<file path="src/rtl/br4_mul.sv">
// br4_mul: sequential radix-4 Booth multiplier, W x W -> 2W, signed or unsigned.
// Operands arrive on inbus in two cycles; the product leaves on outbus as low word, then high word, then a stop pulse.
// Optional overflow flag: define BR4_OVF_EN to add the ovf output.
`timescale 1ns/1ps

module br4_mul #(
  parameter int W = 64
) (
  input  logic         clk,
  input  logic         rst_b,
  input  logic         bgn,
  input  logic         sgn,
  input  logic [W-1:0] inbus,
  output logic         stop,
  output logic [W-1:0] outbus
`ifdef BR4_OVF_EN
  ,
  output logic         ovf
`endif
);

  // Two guard bits above the operand width. They keep +/-2M and the
  // unsigned extra step inside the accumulator without overflowing.
  localparam int XW = W + 2;
  localparam int CW = $clog2(W / 2 + 2);

  // Signed mode consumes W multiplier bits (W/2 digits). Unsigned mode also
  // consumes the two zero extension bits, which needs one more digit.
  localparam logic [CW-1:0] N_SGN = CW'(W / 2);
  localparam logic [CW-1:0] N_UNS = CW'(W / 2 + 1);

  typedef enum logic [2:0] {
    S_IDLE,
    S_LOAD_M,
    S_LOAD_Q,
    S_CALC,
    S_OUT_LO,
    S_OUT_HI,
    S_DONE
  } state_t;

  state_t        state;
  state_t        state_nxt;

  logic          mode;      // 1 = signed operation
  logic [XW-1:0] m_reg;     // extended multiplicand
  logic [XW-1:0] a_reg;     // accumulator
  logic [XW-1:0] q_reg;     // extended multiplier, low product bits shift in from the top
  logic          q_m1;      // Booth look-behind bit q(-1)
  logic [CW-1:0] cnt;       // remaining CALC steps

  logic [XW-1:0] m_x2;
  logic [XW-1:0] addend;
  logic [XW-1:0] sum;
  logic [XW-1:0] a_nxt;
  logic [XW-1:0] q_nxt;
  logic          q_m1_nxt;
  logic [2*W-1:0] prod;
  logic [W-1:0]  prod_lo;
  logic [W-1:0]  prod_hi;

  // Extend an operand to the internal width according to the mode.
  function automatic logic [XW-1:0] ext(input logic [W-1:0] v, input logic s);
    if (s) begin
      return {{2{v[W-1]}}, v};
    end
    return {2'b00, v};
  endfunction

  // State register.
  always_ff @(posedge clk or negedge rst_b) begin
    if (!rst_b) begin
      state <= S_IDLE;
    end else begin
      state <= state_nxt;
    end
  end

  // Next-state decode; the step counter ends the CALC phase.
  always_comb begin
    state_nxt = state;
    case (state)
      S_IDLE:   if (bgn) state_nxt = S_LOAD_M;
      S_LOAD_M: state_nxt = S_LOAD_Q;
      S_LOAD_Q: state_nxt = S_CALC;
      S_CALC:   if (cnt == CW'(1)) state_nxt = S_OUT_LO;
      S_OUT_LO: state_nxt = S_OUT_HI;
      S_OUT_HI: state_nxt = S_DONE;
      S_DONE:   state_nxt = S_IDLE;
      default:  state_nxt = S_IDLE;
    endcase
  end

  // 2M fits in XW bits: signed M needs at most W+1 bits, unsigned at most W.
  assign m_x2 = {m_reg[XW-2:0], 1'b0};

  // Booth radix-4 digit select from {Q[1], Q[0], q(-1)}.
  always_comb begin
    addend = '0;
    case ({q_reg[1:0], q_m1})
      3'b001, 3'b010: addend = m_reg;
      3'b011:         addend = m_x2;
      3'b100:         addend = -m_x2;
      3'b101, 3'b110: addend = -m_reg;
      default:        addend = '0;
    endcase
  end

  // Add, then arithmetic shift of {A, Q, q(-1)} right by two.
  always_comb begin
    sum      = a_reg + addend;
    a_nxt    = {{2{sum[XW-1]}}, sum[XW-1:2]};
    q_nxt    = {sum[1:0], q_reg[XW-1:2]};
    q_m1_nxt = q_reg[1];
  end

  // Datapath registers: operand capture, accumulator init and Booth steps.
  always_ff @(posedge clk or negedge rst_b) begin
    if (!rst_b) begin
      mode  <= 1'b0;
      m_reg <= '0;
      a_reg <= '0;
      q_reg <= '0;
      q_m1  <= 1'b0;
      cnt   <= '0;
    end else begin
      case (state)
        S_IDLE: begin
          if (bgn) mode <= sgn;
        end
        S_LOAD_M: begin
          m_reg <= ext(inbus, mode);
        end
        S_LOAD_Q: begin
          q_reg <= ext(inbus, mode);
          a_reg <= '0;
          q_m1  <= 1'b0;
          cnt   <= mode ? N_SGN : N_UNS;
        end
        S_CALC: begin
          a_reg <= a_nxt;
          q_reg <= q_nxt;
          q_m1  <= q_m1_nxt;
          cnt   <= cnt - CW'(1);
        end
        default: begin
        end
      endcase
    end
  end

  // Product alignment. After the unsigned extra step the product sits at the
  // bottom of {A, Q}. In signed mode one fewer shift has happened, so the
  // product sits two bits higher and the unused extension bits of Q remain
  // at the bottom.
  always_comb begin
    if (mode) begin
      prod = {a_reg[W-1:0], q_reg[XW-1:2]};
    end else begin
      prod = {a_reg[W-3:0], q_reg};
    end
    prod_lo = prod[W-1:0];
    prod_hi = prod[2*W-1:W];
  end

  // Output decode from registered state and data only.
  always_comb begin
    stop   = 1'b0;
    outbus = '0;
    case (state)
      S_OUT_LO: outbus = prod_lo;
      S_OUT_HI: outbus = prod_hi;
      S_DONE:   stop   = 1'b1;
      default: begin
      end
    endcase
  end

`ifdef BR4_OVF_EN
  // Overflow: the high word is not just the extension of the low word.
  always_comb begin
    ovf = 1'b0;
    if (state == S_DONE) begin
      if (mode) begin
        ovf = (prod_hi != {W{prod_lo[W-1]}});
      end else begin
        ovf = (prod_hi != '0);
      end
    end
  end
`endif

endmodule

</file>
<file path="config.mk">
export PLATFORM = sky130hd
export DESIGN_NAME = br4_mul
export DESIGN_NICKNAME = d
export VERILOG_FILES = /design/src/rtl/br4_mul.sv
export SDC_FILE = /design/constraint.sdc
export NUM_CORES = 1
export LEC_CHECK = 0
export BUFFER_PORTS_ARGS = -buffer_cell sky130_fd_sc_hd__buf_2
export CAP_MARGIN = 30
export CORE_MARGIN = 3
export CORE_UTILIZATION = 55
export CTS_CLUSTER_SIZE = 20
export DETAILED_ROUTE_END_ITERATION = 8
export PLACE_DENSITY_LB_ADDON = 0.15
export SYNTH_ARGS = -nofsm -noshare
export SYNTH_HDL_FRONTEND = slang
export SYNTH_SLANG_ARGS = --single-unit
</file>
<file path="constraint.sdc">
create_clock -name clk -period 5.4 [get_ports clk]
set_input_delay 0.81 -clock clk [delete_from_list [all_inputs] [get_ports clk]]
set_output_delay 0.81 -clock clk [all_outputs]
set_load 0.005 [all_outputs]
</file>
Word level (Yosys, flattened, before mapping) --
Index checks and enable logic that the tools add are counted.
Operators by class: add/subtract/negate cells 4, multiply operators 0, divide/modulo/power cells 0, $lt $le $gt $ge 0, eq/ne operators 15, shifts and indexed selects 0, multiplexer cells 18, bitwise operators 0, reductions and logical operators 6
Operator list (number):
- one-hot mux 66 bit (2 select lines) | 2
- one-hot mux 66 bit (4 select lines) | 1
- 2-to-1 mux 66 bit | 3
- negator 66 bit | 2
- 2-to-1 mux 128 bit | 1
- one-hot mux 64 bit (2 select lines) | 1
- adder 66 bit | 1
- == test 3 bit, second input constant | 6
- one-hot mux 3 bit (6 select lines) | 1
- == test 3 x 2 -> 1 bit, second input constant | 4
- one-hot mux 6 bit (2 select lines) | 1
- == test 3 x 1 -> 1 bit, second input constant | 2
- == test 6 x 1 -> 1 bit, second input constant | 1
- 2-to-1 mux 3 bit | 2
- subtractor 6 x 1 -> 6 bit, second input constant | 1
- 2-to-1 mux 1 bit | 5
- inequality test 2 bit, second input constant | 2
- AND reduction 2 bit | 2
- OR reduction 2 bit | 2
- zero test 3 bit | 1
- one-hot mux 1 bit (2 select lines) | 1
- nonzero test 2 bit | 1
Storage, ports and cells: register bits 209, bits in latches 0, bits in writable memories 0, bits in read-only memories 0, bits of input ports 68, logic and storage cells 50, memories 0

Depth between registers and ports, before layout --
Gate-level depths: netlist of run 1.
depth in word-level cells 5, depth in mapped cells 24, mapped depth without buffers 23

Worst setup path after synthesis of run 1 --
OpenSTA, ideal clock, no wires.
path type reg2reg, start reg m_reg[20], end reg a_reg[64], arrival time 5321 ps, slack -47 ps, cell stages (with the launch flop) 22, buffers on the path 2, period minus slack after synthesis 5447 ps, cell sequence dfrtp_1 -> buf_6 -> or4_4 -> or4b_4 -> nor4_4 -> nand2_2 -> or4_4 -> nor3_4 -> nor3_1 -> nand2b_1 -> a221oi_2 -> a21oi_1 -> ha_1 -> clkbuf_1 -> nand4_1 -> nor3_1 -> nand2_1 -> or3b_2 -> o311ai_0 -> a21o_1 -> a21oi_1 -> a311o_1
Between the ends: cells in the longest elaborated chain, start to end 4, elaborated cells on any way between the ends 5
RTL lines:
- start, declared | RTL line 46 | logic [XW-1:0] m_reg;
- start signal, assigned | RTL line 132 | m_reg <= ext(inbus, mode);
- negator 66 bit (on tied branches) | RTL line 104, 103
- one-hot mux 66 bit (4 select lines) * | RTL line 100 | case ({q_reg[1:0], q_m1})
- adder 66 bit * | RTL line 111 | sum = a_reg + addend;
- one-hot mux 66 bit (2 select lines) * | RTL line 127 | case (state)
- end signal, assigned | RTL line 141 | a_reg <= a_nxt;
- end, declared | RTL line 47 | logic [XW-1:0] a_reg;
Every way passes the cells marked *; elsewhere a longest branch is shown, timed or not. A chain may end at the register's enable or synchronous reset.

Final worst setup path of run 1 --
start reg m_reg[20], end reg a_reg[60]
Same word-level chain as after synthesis.

==> flow_summary.ini, run 1 <==
[outcome]
status = finished, violations left
violations = negative setup slack

[grt]
grt_usage_pct = 33.4
grt_pass1_vias = 16600
grt_start_max_net_pins = 113
grt_antenna_before_repair = 0
grt_pass1_wl_microns = 91600
grt_remaining_overflow = 0

[detailed_routing]
drt_wl_total_microns = 59700
vias = 17700
drt_iter0_drc = 1537
firstDrtPassIters = 6
drc = 0
wire_per_inst_microns = 21.1
final_antenna_net_count = 0
via_per_inst = 6.27

[setup_path]
path_class = flop to flop
critPathMaxFanout = 5
crit_arrival_ps = 5800
startpoint = m_reg[20]
crit_chain = or4_4, or4b_4, or3_4, or3_4, or3_4, buf_6, xnor2_2, o21ai_2, ha_1, buf_6, nand4_1, nor2_4, nand3_2, buf_6, o21a_1, o21ai_2, a221oi_2, o21a_4, o41ai_4, xnor2_1, o21ai_0
r2r-start = m_reg[20]
required_ps = 5780
timing.rr.end = a_reg[60]
cp-start-kind = flop
endpoint_kind = flop
reg2reg_depth = 21
reg2reg_slack_ps = -30
crit_slowest_cell = or4b_4
max_stage_delay_ps = 600

[floorplanning]
initial_core_util_pct = 55.9
die_h_microns = 185
die-area_sq_um = 34400
io_pins = 133
std_cell_rows = 65
core_sq_um = 31600
die_w_microns = 185

[logic_synthesis]
synth_common_cells = nand2_1 (235), dfrtp_1 (206), mux2i_1 (203)
syn-num-nets = 2289
yosys.area.top_type = dfrtp_1
synthesis.area_sq_um = 17700
synthCells = 2152
syn_area_per_cell_sq_um = 8.22
ys_seq_elements = 206
ys_warn_count = 0
ys_seq_area_share_pct = 29.1
synth_edf_count = 0
synth_top_area_share_pct = 29.1
synth.most_common_cell = nand2_1
ys_types = 78
synthFlopType = dfrtp_1
ys_async_sr_fraction_pct = 100
synth.area.top_cells = dfrtp_1 (29%), mux2i_1 (11%), o21ai_0 (5.1%)

[cells_and_area]
num-fill-cells = 2639
drive_above_1_share_pct = 25.9
syn_to_final_growth_pct = 23.1
final_cell_area_sq_um = 21800
antenna_cells = 0
largest_reg_flops = 66
nets = 2540

[cts]
cts_tree = done
numCtsBuffers = 24
worstSkewPairLatency_ps = 540
cts_root_buf = clkbuf_16
clk_path_buf_depth = 3
cts.htree.levels = 1
cts_hold_buffers = 0
clk_pin_slew_ps = 60
cts.sinks = 206

[run]
maxCapViolCount = 0

[sta]
tightest_slew_ps = 978
setup_viol = 2
min_period_over_period_pct = 100
maxSlewHeadroom_pct = 34.8
grt_setup_unrepaired = true
finalMaxSlewViolations = 0
skew_ps = 22.2
min_period_ps = 5430
hold_slack_ps = 281
max_freq_mhz = 184
final-hold-violation-count = 0
setup_ws_ps = -26.8

[place]
placed_area_sq_um = 20200
dp_hpwl_microns = 43900
gp_congestion = 0.987
io_buffers = 132

[hold_path]
hold_path.class = input pin to async pin
==> cells in the final DEF (no fill, tap or decap), types with 8 or more instances in the layout <==
| master | Yosys | layout |
|---|---|---|
| buf_4 | 1 | 250 |
| nand2_1 | 235 | 230 |
| mux2i_1 | 203 | 203 |
| dfrtp_1 | 206 | 201 |
| a21oi_1 | 173 | 161 |
| o21ai_0 | 180 | 155 |
| nor2_1 | 153 | 150 |
| buf_2 | 1 | 131 |
| xnor2_1 | 84 | 77 |
| o22ai_1 | 73 | 73 |
| mux2_2 | 66 | 66 |
| ha_1 | 68 | 64 |
| xor2_1 | 62 | 61 |
| a21o_1 | 42 | 42 |
| inv_1 | 37 | 37 |
| nor3_1 | 39 | 35 |
| nand3_1 | 39 | 34 |
| clkbuf_16 | 0 | 25 |
| a22oi_1 | 24 | 24 |
| a31oi_1 | 27 | 23 |
| o21ai_1 | 1 | 21 |
| or3_1 | 22 | 19 |
| buf_6 | 2 | 17 |
| nand2b_1 | 17 | 16 |
| a221oi_1 | 23 | 16 |
| nand4_1 | 14 | 14 |
| o21bai_1 | 17 | 13 |
| o21a_1 | 12 | 11 |
| a21oi_2 | 0 | 11 |
| and3_1 | 9 | 9 |
| a221oi_2 | 2 | 9 |
| o31ai_1 | 12 | 9 |
| and2_1 | 9 | 8 |
==> metrics by stage <==
step                utilization (%)  setup slack [ps]  instances  setup TNS [ps]
floorplan                         -             0.699       2152               0
global placement               63.9              -109       2769            -143
detailed placement             63.9              -186       2769           -1190
CTS                            66.8             -59.3       2814           -95.1
global route                   68.9              -225       2823           -2170
finish                         68.9             -26.8       2823           -35.6
==> critical path: cells and delay by family, from the launching register on <==
family | cells | cell delay, ps
fa+ha+maj | 1 | 340
flops | 1 | 380
xor+xnor | 2 | 310
simple gates | 8 | 2800
compound gates | 7 | 1040
buf+inv | 3 | 380
==> layout make-up <==
| class | count | area [sq um] | share of cell area (%) |
|---|---|---|---|
| multi-input combinational | 1732 | 12400 | 56.7 |
| sequential | 206 | 5170 | 23.7 |
| timing repair buffer | 402 | 2800 | 12.8 |
| clock buffer | 32 | 682 | 3.13 |
| tap | 402 | 503 | 2.31 |
| clock inverter | 12 | 145 | 0.666 |
| inverter | 37 | 139 | 0.637 |
==> per-layer routing <==
metal | GRT usage [%] | share of wire [%] | wire (microns) | vias up
met4 | 11.8 | 3.4 | 2020 | 0
li1 | - | - | - | 8346
met5 | 0 | 0 | 0 | -
met1 | 46.7 | 44 | 26400 | 8562
met3 | 5.22 | 7.2 | 4290 | 121
met2 | 52.8 | 45 | 27000 | 666
==> logic make-up after synthesis <==
group / share of synthesized area, %
AND/OR/NAND/NOR: 16.0
adder cells (fa/ha/maj): 4.92
flip-flops: 29.1
multiplexers: 15.7
XOR/XNOR: 7.22
buffers and inverters: 4.71
AO/OA/AOI/OAI: 22.4
==> worst max-delay path by stage <==
| stage | endpoint | depth (start not counted) |
|---|---|---|
| after floorplan | a_reg[64] | 22 |
| after global placement | a_reg[64] | 19 |
| after detailed placement | a_reg[64] | 19 |
| after CTS | a_reg[64] | 21 |
| after global routing | a_reg[42] | 22 |
| final | a_reg[60] | 21 |
==> timing repair <==
action / 4_1_cts / 5_1_grt
endpoints found under the setup margin: 17 / 30
buffers inserted: 1 / 15
gates resized for setup: 28 / 128
pin swaps: 12 / 77
Power of run 1 is left out: the tool's default activity adds up to more than one toggle a clock period on the data nets, which glitch-free logic cannot reach.
==> run 2: changes to the inputs <==
==> constraint.sdc (replaced) <==
create_clock -name clk -period 6.55 [get_ports clk]
set_input_delay 0.9825 -clock clk [delete_from_list [all_inputs] [get_ports clk]]
set_output_delay 0.9825 -clock clk [all_outputs]
set_load 0.005 [all_outputs]
==> flow_summary.ini, run 2 (same netlist as run 1, synthesis figures left out) <==
[setup_path]
path_class = flop to flop
critPathTopFamily = simple AND/OR/NAND/NOR gates
endpoint_kind = flop
crit_slowest_cell = or4b_4
max_stage_delay_ps = 580
required_ps = 6980
crit_chain = or4_4, or4b_4, nor4_4, nand2_2, or4_4, nor3_4, nor3_1, nand2b_1, a221oi_2, a21oi_1, ha_1, nand4_1, nor3_1, nand2_1, or3b_2, o311ai_0, a21o_1, a21oi_1, a311o_1
critPathMaxFanout = 9
cp-start-kind = flop
crit_arrival_ps = 6480
crit_buf_inv = 0

[detailed_routing]
firstDrtPassIters = 6
via_per_inst = 6.46
wire_per_inst_microns = 22.0
drt_wl_total_microns = 57000
drc = 0
drt_iter0_drc = 1514
vias = 16700
final_antenna_net_count = 0

[run]
maxCapViolCount = 0

[floorplanning]
io_pins = 133
die_h_microns = 185
die-area_sq_um = 34400
initial_core_util_pct = 55.9
die_w_microns = 185
core_sq_um = 31600
std_cell_rows = 65

[sta]
grt_setup_unrepaired = false
final-hold-violation-count = 0
setup_tns_ps = 0
tightest_slew_ps = 888
max_freq_mhz = 165
min_period_ps = 6050
skew_ps = 11.2
maxSlewHeadroom_pct = 40.8
setup_viol = 0
hold_slack_ps = 414
finalMaxSlewViolations = 0
min_period_over_period_pct = 92.4

[cells_and_area]
syn_to_final_growth_pct = 9.24
antenna_cells = 0
stdcell_count = 2592
final_util_pct = 61.1
nets = 2308
drive_above_1_share_pct = 14.5
layout_common_cells = nand2_1 (234), mux2i_1 (203), dfrtp_1 (201), o21ai_0 (180), a21oi_1 (173)
largest_reg_flops = 66
final_common_cell = nand2_1

[cts]
worstSkewPairLatency_ps = 540
clk_pin_slew_ps = 60
numCtsBuffers = 25
cts_root_buf = clkbuf_16
cts_resized = 0
cts.sinks = 206
clk_path_buf_depth = 3
cts_tree = done
cts.htree.levels = 1
cts_hold_buffers = 0
postCtsSetupBuffers = 0

[grt]
grt_start_max_net_pins = 113
grt_usage_pct = 32.3
met2_usage_pct = 52.2
busiest_layer = met2
use_met1_pct = 46.4
grtUsageMet3_pct = 3.85
grt_remaining_overflow = 0
grt_pass1_wl_microns = 88600
grt_antenna_before_repair = 0
grt_pass1_vias = 15700

[place]
gp_congestion = 0.988
dp_hpwl_microns = 41000
io_buffers = 132
dp_cells = 2545

[hold_path]
hold_path.class = input pin to async pin

[outcome]
status = complete, no violations
==> run 2: final timing paths <==
path / startpoint / endpoint / slack [ps] / cells after the start
worst max-delay path: m_reg[20] / a_reg[64] / 500 / 19
worst min-delay path: rst_b / q_reg[22] / 410 / 1
worst max register to register: m_reg[20] / a_reg[64] / 500 / 19
worst min register to register: a_reg[40] / a_reg[40] / 550 / 2
max in group asynchronous: rst_b / mode / 4950 / 2
min in group clk: a_reg[40] / a_reg[40] / 550 / 2
==> run 2: cell type report <==
cell class	instances	area, sq um
timing repair buffer	169	986
sequential	206	5170
clock buffer	32	712
fill	2872	12300
multi-input combinational	1732	11700
clock inverter	14	93.8
inverter	37	139
tap	402	503
==> run 2: per-layer routing <==
metal  wire, microns  part of all wire (%)
met3            3210                   5.6
met2           26000                    46
met1           26300                    46
met5               0                     0
met4            1490                   2.6
==> run 2: through the flow <==
stage          setup slack (ps)  area, sq um
6_report                    499        19300
5_1_grt                     103        19300
4_1_cts                     536        19300
3_5_place_dp                574        18500
3_3_place_gp                727        18500
2_1_floorplan              1100        17700
Power of run 2 is left out for the same reason.
